===== src/rtl/mem_port_arbiter.sv =====
// mem_port_arbiter: arbitrates a fetch port and a data port onto one memory port.
// Define MEM_TIMEOUT_EN to build the BUSY watchdog that aborts stalled accesses.
module mem_port_arbiter #(
  parameter int unsigned TIMEOUT    = 16,
  parameter int unsigned STARVE_MAX = 4
) (
  input  logic        CLK,
  input  logic        RSTn,
  input  logic        i_req,
  input  logic [31:0] i_addr,
  output logic        i_ack,
  output logic [31:0] i_rdata,
  input  logic        d_req,
  input  logic        d_we,
  input  logic [3:0]  d_be,
  input  logic [31:0] d_addr,
  input  logic [31:0] d_wdata,
  output logic        d_ack,
  output logic [31:0] d_rdata,
  output logic        mem_req,
  output logic        mem_we,
  output logic [3:0]  mem_be,
  output logic [31:0] mem_addr,
  output logic [31:0] mem_wdata,
  input  logic        mem_ready,
  input  logic [31:0] mem_rdata,
  output logic        err
);

  if (TIMEOUT < 2 || TIMEOUT > 255 || STARVE_MAX < 1 || STARVE_MAX > 15) begin : g_param_check
    $error("mem_port_arbiter: TIMEOUT must be 2..255 and STARVE_MAX 1..15");
  end

  typedef enum logic [1:0] {IDLE, BUSY_I, BUSY_D, DONE} state_t;

  localparam logic [3:0] STARVE_LIM = 4'(STARVE_MAX);

  state_t      state;
  logic [3:0]  starve_cnt;
  logic        fetch_wins;
  logic        data_wins;
  logic        finish;
  logic [31:0] resp_data;

  // Data has priority except when fetch has been passed over STARVE_MAX times.
  assign fetch_wins = i_req && (!d_req || starve_cnt == STARVE_LIM);
  assign data_wins  = d_req && !fetch_wins;

`ifdef MEM_TIMEOUT_EN
  // The stall that would make wait_cnt reach TIMEOUT ends the access instead.
  localparam logic [7:0] WAIT_LAST = 8'(TIMEOUT - 1);
  logic [7:0] wait_cnt;
`else
  assign err = 1'b0;
`endif

  // NOTE: every output of a combinational block gets a default first; otherwise a
  // path that skips the assignment infers a latch.
  always_comb begin
    finish    = mem_ready;
    resp_data = mem_rdata;
`ifdef MEM_TIMEOUT_EN
    if (!mem_ready && wait_cnt == WAIT_LAST) begin
      finish    = 1'b1;
      resp_data = 32'hDEAD_BEEF;
    end
`endif
  end

  // NOTE: state is updated with non-blocking assignments only, so every register in
  // this block sees the pre-edge value of every other one regardless of statement order.
  always_ff @(posedge CLK or negedge RSTn) begin
    if (!RSTn) begin
      state      <= IDLE;
      starve_cnt <= '0;
      mem_req    <= 1'b0;
      mem_we     <= 1'b0;
      mem_be     <= '0;
      mem_addr   <= '0;
      mem_wdata  <= '0;
      i_ack      <= 1'b0;
      d_ack      <= 1'b0;
      i_rdata    <= '0;
      d_rdata    <= '0;
`ifdef MEM_TIMEOUT_EN
      wait_cnt   <= '0;
      err        <= 1'b0;
`endif
    end else begin
      i_ack <= 1'b0;
      d_ack <= 1'b0;
`ifdef MEM_TIMEOUT_EN
      err   <= 1'b0;
`endif
      case (state)
        IDLE: begin
          if (data_wins) begin
            state     <= BUSY_D;
            mem_req   <= 1'b1;
            mem_we    <= d_we;
            mem_be    <= d_be;
            mem_addr  <= d_addr;
            mem_wdata <= d_wdata;
            if (i_req && starve_cnt != STARVE_LIM) starve_cnt <= starve_cnt + 4'd1;
`ifdef MEM_TIMEOUT_EN
            wait_cnt  <= '0;
`endif
          end else if (fetch_wins) begin
            state      <= BUSY_I;
            mem_req    <= 1'b1;
            mem_we     <= 1'b0;
            mem_be     <= 4'b1111;
            mem_addr   <= i_addr;
            mem_wdata  <= '0;
            starve_cnt <= '0;
`ifdef MEM_TIMEOUT_EN
            wait_cnt   <= '0;
`endif
          end
        end
        BUSY_I, BUSY_D: begin
          if (finish) begin
            state   <= DONE;
            mem_req <= 1'b0;
            if (state == BUSY_I) begin
              i_rdata <= resp_data;
              i_ack   <= 1'b1;
            end else begin
              d_rdata <= resp_data;
              d_ack   <= 1'b1;
            end
`ifdef MEM_TIMEOUT_EN
            err     <= !mem_ready;
`endif
          end
`ifdef MEM_TIMEOUT_EN
          else begin
            wait_cnt <= wait_cnt + 8'd1;
          end
`endif
        end
        DONE:    state <= IDLE;
        default: state <= IDLE;
      endcase
    end
  end

endmodule

===== config.mk =====
export PLATFORM = sky130hd
export DESIGN_NAME = mem_port_arbiter
export DESIGN_NICKNAME = d
export VERILOG_FILES = /design/src/rtl/mem_port_arbiter.sv
export SDC_FILE = /design/constraint.sdc
export NUM_CORES = 1
export LEC_CHECK = 0
export BUFFER_PORTS_ARGS = -buffer_cell sky130_fd_sc_hd__buf_4
export CAP_MARGIN = 20
export CORE_MARGIN = 5
export CORE_UTILIZATION = 47
export CTS_CLUSTER_DIAMETER = 30
export DETAILED_ROUTE_END_ITERATION = 7
export PLACE_DENSITY = 0.8
export SLEW_MARGIN = 20
export SYNTH_ARGS = -nofsm -noshare
export SYNTH_HDL_FRONTEND = slang
export SYNTH_SLANG_ARGS = --single-unit

===== constraint.sdc =====
create_clock -name CLK -period 2.02 [get_ports CLK]
set_input_delay 0.202 -clock CLK [delete_from_list [all_inputs] [get_ports CLK]]
set_output_delay 0.202 -clock CLK [all_outputs]
set_load 0.02 [all_outputs]

## Word-level counts from Yosys, hierarchy flattened

Cells that the tools add are included.

| operators by class | value |
|---|---|
| add/subtract/negate cells | 1 |
| equal/unequal tests | 8 |
| multiplexer cells | 25 |
| bitwise logic cells | 1 |
| reduce and logical (&&, ||, !) cells | 16 |

Operators by type and width:

| kind | count |
|---|---|
| 32-bit 2-to-1 mux | 4 |
| 4-bit 2-to-1 mux | 5 |
| 3-bit AND reduction | 4 |
| 1-bit 2-to-1 mux | 11 |
| 2-bit 2-to-1 mux | 3 |
| 2-bit one-hot mux with 3 select lines | 1 |
| 4-bit by 1-bit adder with 4-bit output (second input constant) | 1 |
| 2-bit == test (second input constant) | 2 |
| 4-bit by 3-bit == test with 1-bit output (second input constant) | 1 |
| 4-bit by 3-bit inequality test with 1-bit output (second input constant) | 1 |
| 2-bit AND reduction | 2 |
| 2-bit nonzero test | 2 |
| 1-bit logical AND | 3 |
| 3-bit inequality test (second input constant) | 1 |
| 2-bit by 1-bit == test with 1-bit output (second input constant) | 1 |
| 1-bit zero test | 2 |
| 2-bit zero test | 1 |
| 2-bit by 1-bit inequality test with 1-bit output (second input constant) | 1 |
| 2-bit inequality test (second input constant) | 1 |
| 1-bit one-hot mux with 2 select lines | 1 |
| 2-bit OR reduction | 1 |
| 1-bit logical OR | 1 |
| 1-bit inverter | 1 |

| storage, ports and cells | value |
|---|---|
| bits in registers | 142 |
| input bits | 138 |

## Longest topological paths before layout

| depth | value |
|---|---|
| depth in word-level cells | 7 |
| gate-level depth with buffers | 8 |
| depth with buffers taken out | 5 |

## Worst setup path before layout

No wires, ideal clock.

| path | value |
|---|---|
| path kind | flip-flop to flip-flop |
| start point | register state[0] |
| end point | register d_rdata[10] |
| setup time | 125 ps |
| arrival | 1,465 ps |
| setup slack | 430 ps |
| stages on the path, launching flop included | 6 |
| path buffers | 1 |
| path through | dfrtp_1 inv_1 ha_1 nand3b_1 buf_2 mux2_2 |

| between the ends | value |
|---|---|
| longest elaborated chain between the ends | 3 |

Ends and longest elaborated chain:

| item | line | RTL |
|---|---|---|
| start: declaration | 38 | `state_t state;` |
| start signal: assignment | 74 | `state <= IDLE;` |
| start signal: assignment | 98 | `state <= BUSY_D;` |
| start signal: assignment | 109 | `state <= BUSY_I;` |
| 2-bit by 1-bit == test with 1-bit output / 2-bit == test (equally long branches) | 95, 125 |  |
| 2-bit OR reduction / 1-bit inverter (equally long branches) | - |  |
| 3-bit AND reduction (no line) * | - |  |
| end signal: assignment | 129 | `d_rdata <= resp_data;` |
| end: declaration | 19 | `output logic [31:0] d_rdata,` |

Mark *: on every way between the ends. The rest lies on a longest branch, timed or not.
A chain may end at the register's enable or synchronous reset.

## Worst setup path in the final report

| path | value |
|---|---|
| start point | register state[1] |
| end point | register mem_wdata[9] |

| between the ends | value |
|---|---|
| longest elaborated chain between the ends | 2 |

Ends and longest elaborated chain:

| item | line | RTL |
|---|---|---|
| 2-bit zero test | 95 | `case (state)` |
| 2-bit AND reduction (no line) | - |  |
| end signal: assignment | 103 | `mem_wdata <= d_wdata;` |
| end: declaration | 24 | `output logic [31:0] mem_wdata,` |

No other way between the ends.

==> impl_metrics.toml <==
[critical_path]
crit_fanout = 42
crit_family = "compound AO/OA/AOI/OAI gates"
critical_path_required_ps = 2330
cp_cell_sequence = "inv_1, ha_1, o21a_2, buf_12, nand2_1, o21ai_0"
cp-start-kind = "register"
slowest_stage = "dfrtp_1"
cp-end-kind = "register"
crit_type = "register to register"
critPathMaxStageDelay_ps = 360
path_buf_inv = 2
worstPathArrival_ps = 2000

[clock_network]
postCtsSetupRepairBufs = 0
cts_root_buf = "clkbuf_16"
clk_latency_ps = 400
cts_tree = "done"
htreeDepth = 4
clk_pin_slew_ps = 60
cts_made_buffers = 17
cts.path.max_buffers = 2
clock_sinks = 142

[sta]
final_hold_viol_count = 0
slew_headroom = 0.4149
period_minus_slack_ps = 1692
drv_slew = 0
setup_viol = 0
clock.fmax_mhz = 591.1
tightest_slew_ps = 874.3
rsz0062_at_grt = "false"
skew_ps = 10.44
fin_tns_setup_ps = 0
min_period_over_period = 0.8376

[floorplanning]
rows = 41
core_um2 = 12620
die_h_um = 123.7
start_util = 0.4811
die-area_um2 = 15290
dieWidth_um = 123.7
ios = 275

[yosys]
syn_nets = 674
yosysWarningCount = 0
ys_ff_latch = 142
seq_area_frac_synth = 0.5853
ys_types = 31
synth_area_um2 = 6071
syn_avg_cell_area_um2 = 11.41
syn_inst = 532

[layout]
area_delta_synth_final_pct = 47.57
fin_area_um2 = 8959
n_fill_cell = 926
fin_nets = 943
final_common_cell = "buf_4"
stdcell_count = 986
final_cell_mix = "buf_4, dfrtp_1, nand2_1, mux2_2, nand4_1"
drive_gt1_frac = 0.5123
antennaDiodeCount = 0
final-seq-area_um2 = 3553
multiInputGateArea_um2 = 2278

[place]
hpwlAfterDp_mm = 13.58
placedInstanceArea_um2 = 8332
globalplace.congestion = 0.8240
dp_cells = 953
io_buffers = 273

[job]
cap_violations = 0

[power]
p_int_w = 0.009732
pwr-share-clk = 0.201
p_comb_frac = 0.479
pwr-share-seq = 0.320
power.density_nw_per_um2 = 1783
swShare = 0.3906
peakVddDrop_uv = 789.4
p_leak_nw = 4.378
p_switching_w = 0.006237

[route]
drt_pre_antenna_iters = 7
num_vias = 5220
route.detailed.drc = 0
ant_nets = 0
wire_per_inst_um = 18.22
first_iter_violations = 317
wl_mm = 17.96
via_per_inst = 5.294

[global_routing]
grt_pass1_wl_mm = 27.70
first_global_vias = 5518
gr-total-overflow = 0
grt_max_degree = 57
grt_usage = 0.2322
antenna_found_initial = 0

[worst_hold_path]
hold_path.class = "input port to register"

[outcome]
status = "completed"
-- synth_stat cells, drive strengths merged --
cell type,number,area share
nand4b,1,0.0039
nand4,33,0.034
nor2,10,0.0062
conb,1,0.00062
o22ai,2,0.0021
o311ai,1,0.0014
and2,2,0.0021
clkbuf,17,0.011
dfrtp,142,0.59
buf,24,0.025
nand3,2,0.0016
nand2,137,0.085
a31oi,2,0.0021
nor2b,2,0.0021
o211ai,32,0.061
inv,8,0.0049
mux2,65,0.12
nand3b,1,0.0012
o21ai,36,0.030
a21oi,5,0.0041
o21a,2,0.0025
ha,4,0.0082
mux2i,2,0.0033
and3b,1,0.0014
-- routing by layer --
| layer | up-vias | share of wire | GRT usage |
|---|---|---|---|
| li1 | 2381 | - | - |
| met1 | 2543 | 0.38 | 0.2748 |
| met2 | 276 | 0.50 | 0.4076 |
| met3 | 20 | 0.11 | 0.07357 |
| met4 | 0 | 0.013 | 0.06298 |
| met5 | - | 0 | 0 |
-- power by group through the flow --
stage / sequential (W) / combinational [W] / clock, W
5_1_grt: 0.00528 / 0.00817 / 0.00339
3_5_place_dp: 0.00513 / 0.00772 / 0
4_1_cts: 0.00512 / 0.00773 / 0.00325
3_3_place_gp: 0.00509 / 0.00748 / 0
6_report: 0.00512 / 0.00765 / 0.00321
2_1_floorplan: 0.00666 / 0.00272 / 0
-- worst paths after layout --
path / startpoint / end / slack [ps] / cells past startpoint
min reg2reg: mem_wdata[21] / mem_wdata[21] / 480 / 2
max in group asynchronous: RSTn / mem_addr[9] / 1010 / 3
max reg2reg: state[1] / mem_wdata[9] / 330 / 6
min: mem_rdata[5] / d_rdata[5] / 40 / 2
max: state[1] / mem_wdata[9] / 330 / 6
min in group asynchronous: RSTn / i_rdata[21] / 330 / 2
-- logic make-up after synthesis --
group,Yosys count,share of synthesized area
other,1,0.0006177
muxes,67,0.1239
and+or+nand+nor,189,0.1373
DFF,142,0.5853
buffers and inverters,49,0.04122
AOI/OAI and AO/OA,80,0.1035
adders and majority gates,4,0.008244
-- metrics by stage --
stage | util | hold WS, ps | worst slack, ps | total power, W
2_1_floorplan | - | -93.59 | 430.2 | 0.009376
3_3_place_gp | 0.6602 | 187.2 | 115.3 | 0.01257
3_5_place_dp | 0.6602 | 204.2 | 72.16 | 0.01286
4_1_cts | 0.7098 | 24.58 | 43.44 | 0.01611
5_1_grt | 0.7099 | 26.00 | 178.2 | 0.01683
6_report | 0.7099 | 41.09 | 328.1 | 0.01597
-- cell type report --
cell class | count | area share
inverter | 8 | 0.003352
tap | 172 | 0.02402
clock buffer | 19 | 0.05056
sequential | 142 | 0.3966
multi-input combinational | 341 | 0.2543
timing repair buffer | 291 | 0.2529
clock inverter | 13 | 0.01816
-- what timing repair did --
action                                 CTS  global route
gates resized for setup                  0             1
endpoints found under the hold margin   52             0
setup endpoints to repair                0            23
hold buffers                             1             0
-- registers in the layout, indices dropped and copies added, names as in the netlist --
signal and flops:
mem_be 4, state 2, d_rdata 32, starve_cnt 4
i_ack 1, mem_addr 32, d_ack 1, mem_wdata 32
mem_we 1, mem_req 1, i_rdata 32
Power figures use the tool's default switching activity.
